--- src/rtl/reg_file_pkg.sv ---
// rtl/reg_file_pkg.sv - shared constants, FSM states and address decode for the register file writer
package reg_file_pkg;

  localparam int NUM_REGS = 5;
  localparam int REG_W = 3;
  localparam logic [NUM_REGS-1:0] ONEHOT_RST = 5'b00001;
  localparam logic [2:0] MAX_ADDR = 3'(NUM_REGS - 1);

  typedef enum logic {
    IDLE,
    COMMIT
  } state_t;

  // Out-of-range addresses decode to an all-zero strobe so they can never write
  function automatic logic [NUM_REGS-1:0] bin2onehot(input logic [2:0] addr);
    logic [NUM_REGS-1:0] v;
    v = '0;
    if (addr <= MAX_ADDR) begin
      v = NUM_REGS'(1) << addr;
    end
    return v;
  endfunction

endpackage

--- src/rtl/reg_file_writer_onehot_ring.sv ---
// rtl/reg_file_writer_onehot_ring.sv - scan divider plus rotating one-hot choice register
// load overrides a coincident rotation and restarts the hold period.
module onehot_ring
  import reg_file_pkg::*;
#(
  parameter int SCAN_DIV = 4
) (
  input  logic                clk,
  input  logic                rst_n,
  input  logic                load,
  input  logic [NUM_REGS-1:0] load_val,
  output logic [NUM_REGS-1:0] choice
);

  localparam int CW = (SCAN_DIV > 1) ? $clog2(SCAN_DIV) : 1;
  localparam logic [CW-1:0] TERM = CW'(SCAN_DIV - 1);

  logic [CW-1:0]       r_cnt;
  logic [NUM_REGS-1:0] r_choice;
  logic                w_onehot;

  // A corrupted choice (zero or multi-hot) recovers at the next rotation
  assign w_onehot = (r_choice != '0) && ((r_choice & (r_choice - NUM_REGS'(1))) == '0);

  always_ff @(posedge clk or negedge rst_n) begin
    if (!rst_n) begin
      r_cnt    <= '0;
      r_choice <= ONEHOT_RST;
    end else if (load) begin
      r_cnt    <= '0;
      r_choice <= load_val;
    end else if (r_cnt == TERM) begin
      r_cnt    <= '0;
      r_choice <= w_onehot ? {r_choice[NUM_REGS-2:0], r_choice[NUM_REGS-1]} : ONEHOT_RST;
    end else begin
      r_cnt <= r_cnt + CW'(1);
    end
  end

  assign choice = r_choice;

endmodule

--- src/rtl/reg_file_writer.sv ---
// rtl/reg_file_writer.sv - 5x3 register file with handshaked writes and one-hot display scan
// Optional WR_FOLLOW_EN: a legal write moves the scan to the written entry.
module reg_file_writer
  import reg_file_pkg::*;
#(
  parameter int DATA_W   = REG_W,
  parameter int SCAN_DIV = 4
) (
  input  logic                clk,
  input  logic                rst_n,
  input  logic                wr_valid,
  output logic                wr_ready,
  input  logic [2:0]          wr_addr,
  input  logic [DATA_W-1:0]   wr_data,
  output logic                wr_err,
  output logic [DATA_W-1:0]   option0,
  output logic [DATA_W-1:0]   option1,
  output logic [DATA_W-1:0]   option2,
  output logic [DATA_W-1:0]   option3,
  output logic [DATA_W-1:0]   option4,
  output logic [NUM_REGS-1:0] choice
);

  state_t              r_state;
  state_t              w_state_nxt;
  logic                w_transfer;
  logic                w_commit;
  logic                w_load;
  logic [NUM_REGS-1:0] w_load_val;
  logic [NUM_REGS-1:0] r_strobe;
  logic [DATA_W-1:0]   r_data;
  logic                r_illegal;
  logic [DATA_W-1:0]   r_regs [NUM_REGS];

  always_ff @(posedge clk or negedge rst_n) begin
    if (!rst_n) begin
      r_state <= IDLE;
    end else begin
      r_state <= w_state_nxt;
    end
  end

  always_comb begin
    w_state_nxt = r_state;
    wr_ready    = 1'b0;
    wr_err      = 1'b0;
    w_commit    = 1'b0;
    case (r_state)
      IDLE: begin
        wr_ready = 1'b1;
        if (wr_valid) begin
          w_state_nxt = COMMIT;
        end
      end
      COMMIT: begin
        w_commit    = 1'b1;
        wr_err      = r_illegal;
        w_state_nxt = IDLE;
      end
      default: w_state_nxt = IDLE;
    endcase
  end

  assign w_transfer = wr_valid & wr_ready;

  // Request is captured on the transfer edge and applied on the COMMIT-exit edge
  always_ff @(posedge clk or negedge rst_n) begin
    if (!rst_n) begin
      r_strobe  <= '0;
      r_data    <= '0;
      r_illegal <= 1'b0;
      for (int i = 0; i < NUM_REGS; i++) begin
        r_regs[i] <= '0;
      end
    end else begin
      if (w_transfer) begin
        r_strobe  <= bin2onehot(wr_addr);
        r_data    <= wr_data;
        r_illegal <= (wr_addr > MAX_ADDR);
      end
      if (w_commit) begin
        for (int i = 0; i < NUM_REGS; i++) begin
          if (r_strobe[i]) begin
            r_regs[i] <= r_data;
          end
        end
      end
    end
  end

`ifdef WR_FOLLOW_EN
  assign w_load     = w_commit & ~r_illegal;
  assign w_load_val = r_strobe;
`else
  assign w_load     = 1'b0;
  assign w_load_val = ONEHOT_RST;
`endif

  onehot_ring #(
    .SCAN_DIV(SCAN_DIV)
  ) u_ring (
    .clk      (clk),
    .rst_n    (rst_n),
    .load     (w_load),
    .load_val (w_load_val),
    .choice   (choice)
  );

  assign option0 = r_regs[0];
  assign option1 = r_regs[1];
  assign option2 = r_regs[2];
  assign option3 = r_regs[3];
  assign option4 = r_regs[4];

endmodule

--- config.mk ---
export PLATFORM = sky130hd
export DESIGN_NAME = reg_file_writer
export DESIGN_NICKNAME = d
export VERILOG_FILES = /design/src/rtl/reg_file_pkg.sv /design/src/rtl/reg_file_writer_onehot_ring.sv /design/src/rtl/reg_file_writer.sv
export SDC_FILE = /design/constraint.sdc
export NUM_CORES = 1
export LEC_CHECK = 0
export CORE_ASPECT_RATIO = 0.8
export CORE_MARGIN = 10
export CORE_UTILIZATION = 54
export DETAILED_ROUTE_END_ITERATION = 8
export DONT_BUFFER_PORTS = 1
export PLACE_DENSITY_LB_ADDON = 0.12
export SLEW_MARGIN = 25
export SYNTH_ARGS = -nofsm -noshare
export SYNTH_HDL_FRONTEND = slang
export SYNTH_SLANG_ARGS = --single-unit
--- constraint.sdc ---
create_clock -name clk -period 1.19 [get_ports clk]
set_input_delay 0.357 -clock clk [delete_from_list [all_inputs] [get_ports clk]]
set_output_delay 0.357 -clock clk [all_outputs]
set_load 0.005 [all_outputs]
==> reports/summary.txt <==
WP data arrival: 990 ps
Max cap viols: 0
Highest-delay cell along the critical path: dfrtp_1
Synth Area per Inst: 13.2 µm²
Die area: 4840 µm²
FMAX: 743 MHz
Maximum VDD drop: 1.04 mV
Die X: 75.4 µm
Startpoint Class: flop
Critical path fanouts, max: 4
CTS tree: done
Final Cycle Share: 1.13
Kind of end point of the critical path: primary output
Layout cell share with drive strength beyond 1: 0.496
CP Cell Sequence: buf_6 -> and2_4
Sequential power share: 0.602
Hold depth: 1
Clk sink count: 32
Clock root cell: clkbuf_4
Clock-pin slew on the worst setup and hold paths: 90 ps
Residual DRC: 0
Area delta synth->final: 26.4%
Setup WS pre-CTS: -61.7 ps
Final GP Congestion: 0.825
Total Nets Final: 132
First-pass GRT wire length: 4.59 mm
Leak: 0.801 nW
Comb pwr share: 0.156
Required time worst endpoint: 830 ps
Detailed Route WL: 2.87 mm
P_sw: 721 µW
Clock latency on the worst-skew pair: 330 ps
Mapped Cells: 100
Placed insts: 133
Initial antenna violation count: 0
Number of synthesized register bits: 32
Pin count of the biggest net entering global routing: 33
Final setup violation count: 10
DRT Pass-1 Iters: 4
N_diodes: 0
Worst-case clock skew: 4.51 ps
Synth Net Count: 110
Violated checks: setup timing
Clock Power Share: 0.241
Final worst slack: -155 ps
Avg WL per Cell: 19.4 µm
Hold Crit Class: in2reg
Tmin final: 1350 ps
CTS Buf Count: 5
Unrepaired setup endpoints after global routing: yes
PwrDens: 1590 nW/µm²
Sequential share of the synthesized area: 0.606
Yosys warning total: 0
Layout Cells excl Fill: 148
Core ar.: 2250 µm²
Switching part of the total power: 0.271
Path depth of the worst reg2reg path: 4
Number of global-route vias before repair: 920
Die H: 64.3 µm
Post-DR vias/cell: 5.73
Final hold vios: 0
Clk buf depth: 2
Synthesized area: 1320 µm²
Final Util: 0.743
Via Count: 848
GRT overflow: 0
Max_slew headroom: 0.832
H-tree depth: 2
Synth cell types: 27
DR iter-0 viols: 76
I/O Buffers: 0
Setup TNS: -569 ps
Gr usage total: 0.126
Initial core utilization: 0.588
Fin. max-slew vios: 0
Row cnt: 15
Post-detail-place hpwl: 1.91 mm
P_int: 1.94 mW
Remaining antenna violation count after routing: 0
Status: complete, but fails checks
Worst path max stage delay: 400 ps
Crit Path Category: reg2out
I/O Pins: 31
Actual slew at the worst max-slew pin: 252 ps
==> layer usage <==
| layer | part of all wire | wire length (µm) | GRT usage | vias to the layer above |
|---|---|---|---|---|
| met5 | 0 | 0 | 0 | - |
| met4 | 0.030 | 86 | 0.0694 | 0 |
| met3 | 0.12 | 337 | 0.0741 | 8 |
| met2 | 0.44 | 1270 | 0.180 | 34 |
| met1 | 0.41 | 1180 | 0.142 | 413 |
| li1 | - | - | - | 393 |
==> through the flow <==
stage	area, µm²	hold slack [ps]	total power, mW
after floorplan	1320	61.4	1.78
after global placement	1410	62.8	1.89
after detailed placement	1410	62.4	1.92
after CTS	1600	93.3	2.60
after global routing	1670	78.7	2.83
final	1670	105	2.66
==> repair_timing <==
item / CTS / global route
pin swaps: 5 / 2
gates resized for setup: 17 / 17
buffers inserted: 5 / 1
endpoints found under the setup margin: 15 / 29
hold buffers: 2 / 0
endpoints found under the hold margin: 32 / 0
==> placed cells by master (no fill, tap or decap), drive strengths merged <==
cell type     n
nand3         2
nand2b        3
o32ai         2
and4          1
nand4         1
buf          17
o41ai         1
nand3b        1
nor2          4
o21ai         3
o22ai         1
clkbuf        8
inv           8
ha            1
and2          1
dlygate4sd3   1
o21a          1
a22o          3
or3           1
nor3          2
dfstp         1
mux2i         1
mux2         18
a211oi        1
dfrtp        31
nand2         9
==> synthesized netlist by cell type <==
master / instances / share of area
o22ai_1: 1 / 0.0047
nand2_1: 9 / 0.026
o32ai_1: 1 / 0.0066
and2_1: 1 / 0.0047
nand2b_4: 1 / 0.010
and4_1: 1 / 0.0066
mux2_2: 18 / 0.15
nor3_1: 2 / 0.0076
o41ai_2: 1 / 0.012
a211oi_1: 1 / 0.0057
nand3_1: 2 / 0.0076
nand4_1: 1 / 0.0047
buf_2: 1 / 0.0038
ha_1: 1 / 0.0095
buf_6: 2 / 0.017
o21ai_0: 3 / 0.011
a22o_1: 3 / 0.020
nor2_1: 4 / 0.011
or3_4: 1 / 0.0085
o21a_1: 1 / 0.0057
nand2b_1: 2 / 0.0095
nand3b_1: 1 / 0.0057
inv_1: 8 / 0.023
dfrtp_1: 31 / 0.59
dfstp_2: 1 / 0.020
mux2i_1: 1 / 0.0076
o32ai_2: 1 / 0.012
==> flip-flops by register name (all words and copies together), names as in the netlist, 2 cells and up <==
name,flops
r_strobe,5
u_ring.choice,5
option0,3
option1,3
option2,3
option3,3
option4,3
r_data,3
u_ring.r_cnt,2
==> final timing paths <==
| kind | startpoint | to | slack [ps] |
|---|---|---|---|
| setup / recovery | r_state$_DFF_PN0_ | wr_err | -160 |
| hold / removal | wr_addr[1] | r_strobe[1]$_DFFE_PN0P_ | 100 |
| setup reg to reg | u_ring.r_cnt[0]$_DFF_PN0_ | u_ring.choice[1]$_DFFE_PN0P_ | -70 |
| hold reg to reg | u_ring.r_cnt[0]$_DFF_PN0_ | u_ring.r_cnt[0]$_DFF_PN0_ | 480 |
| max in group asynchronous | rst_n | u_ring.choice[0]$_DFFE_PN1P_ | 510 |
| min in group asynchronous | rst_n | option4[1]$_DFFE_PN0P_ | 450 |
==> cell families (layout without fill, tap and decap cells) <==
logic type	count (synthesis)	count (layout)	synth area share
flip-flops	32	32	0.606
AND/OR/NAND/NOR	25	25	0.102
multiplexers	19	19	0.161
AO/OA/AOI/OAI	12	12	0.0785
buffers and inverters	11	34	0.0435
adder cells (fa/ha/maj)	1	1	0.00945
==> area by class of cell <==
class                      count  area (µm²)
multi-input combinational     57         577
timing repair buffer          18         173
sequential                    32         803
inverter                       8        30.0
tap                           25        31.3
clock buffer                   8        58.8
fill                         159         579
==> power groups by stage <==
stage | Combinational [mW] | Sequential [mW] | Clock, mW
floorplan | 0.262 | 1.52 | 0
global placement | 0.283 | 1.60 | 0
detailed placement | 0.298 | 1.62 | 0
CTS | 0.346 | 1.60 | 0.653
global route | 0.456 | 1.65 | 0.724
finish | 0.416 | 1.60 | 0.641
==> critical path, delay by kind of cell (launching register included) <==
family,cells,cell delay [ps]
DFF,1,400
buffers and inverters,1,130
and+or+nand+nor,1,130
Power figures use the tool's default switching activity.
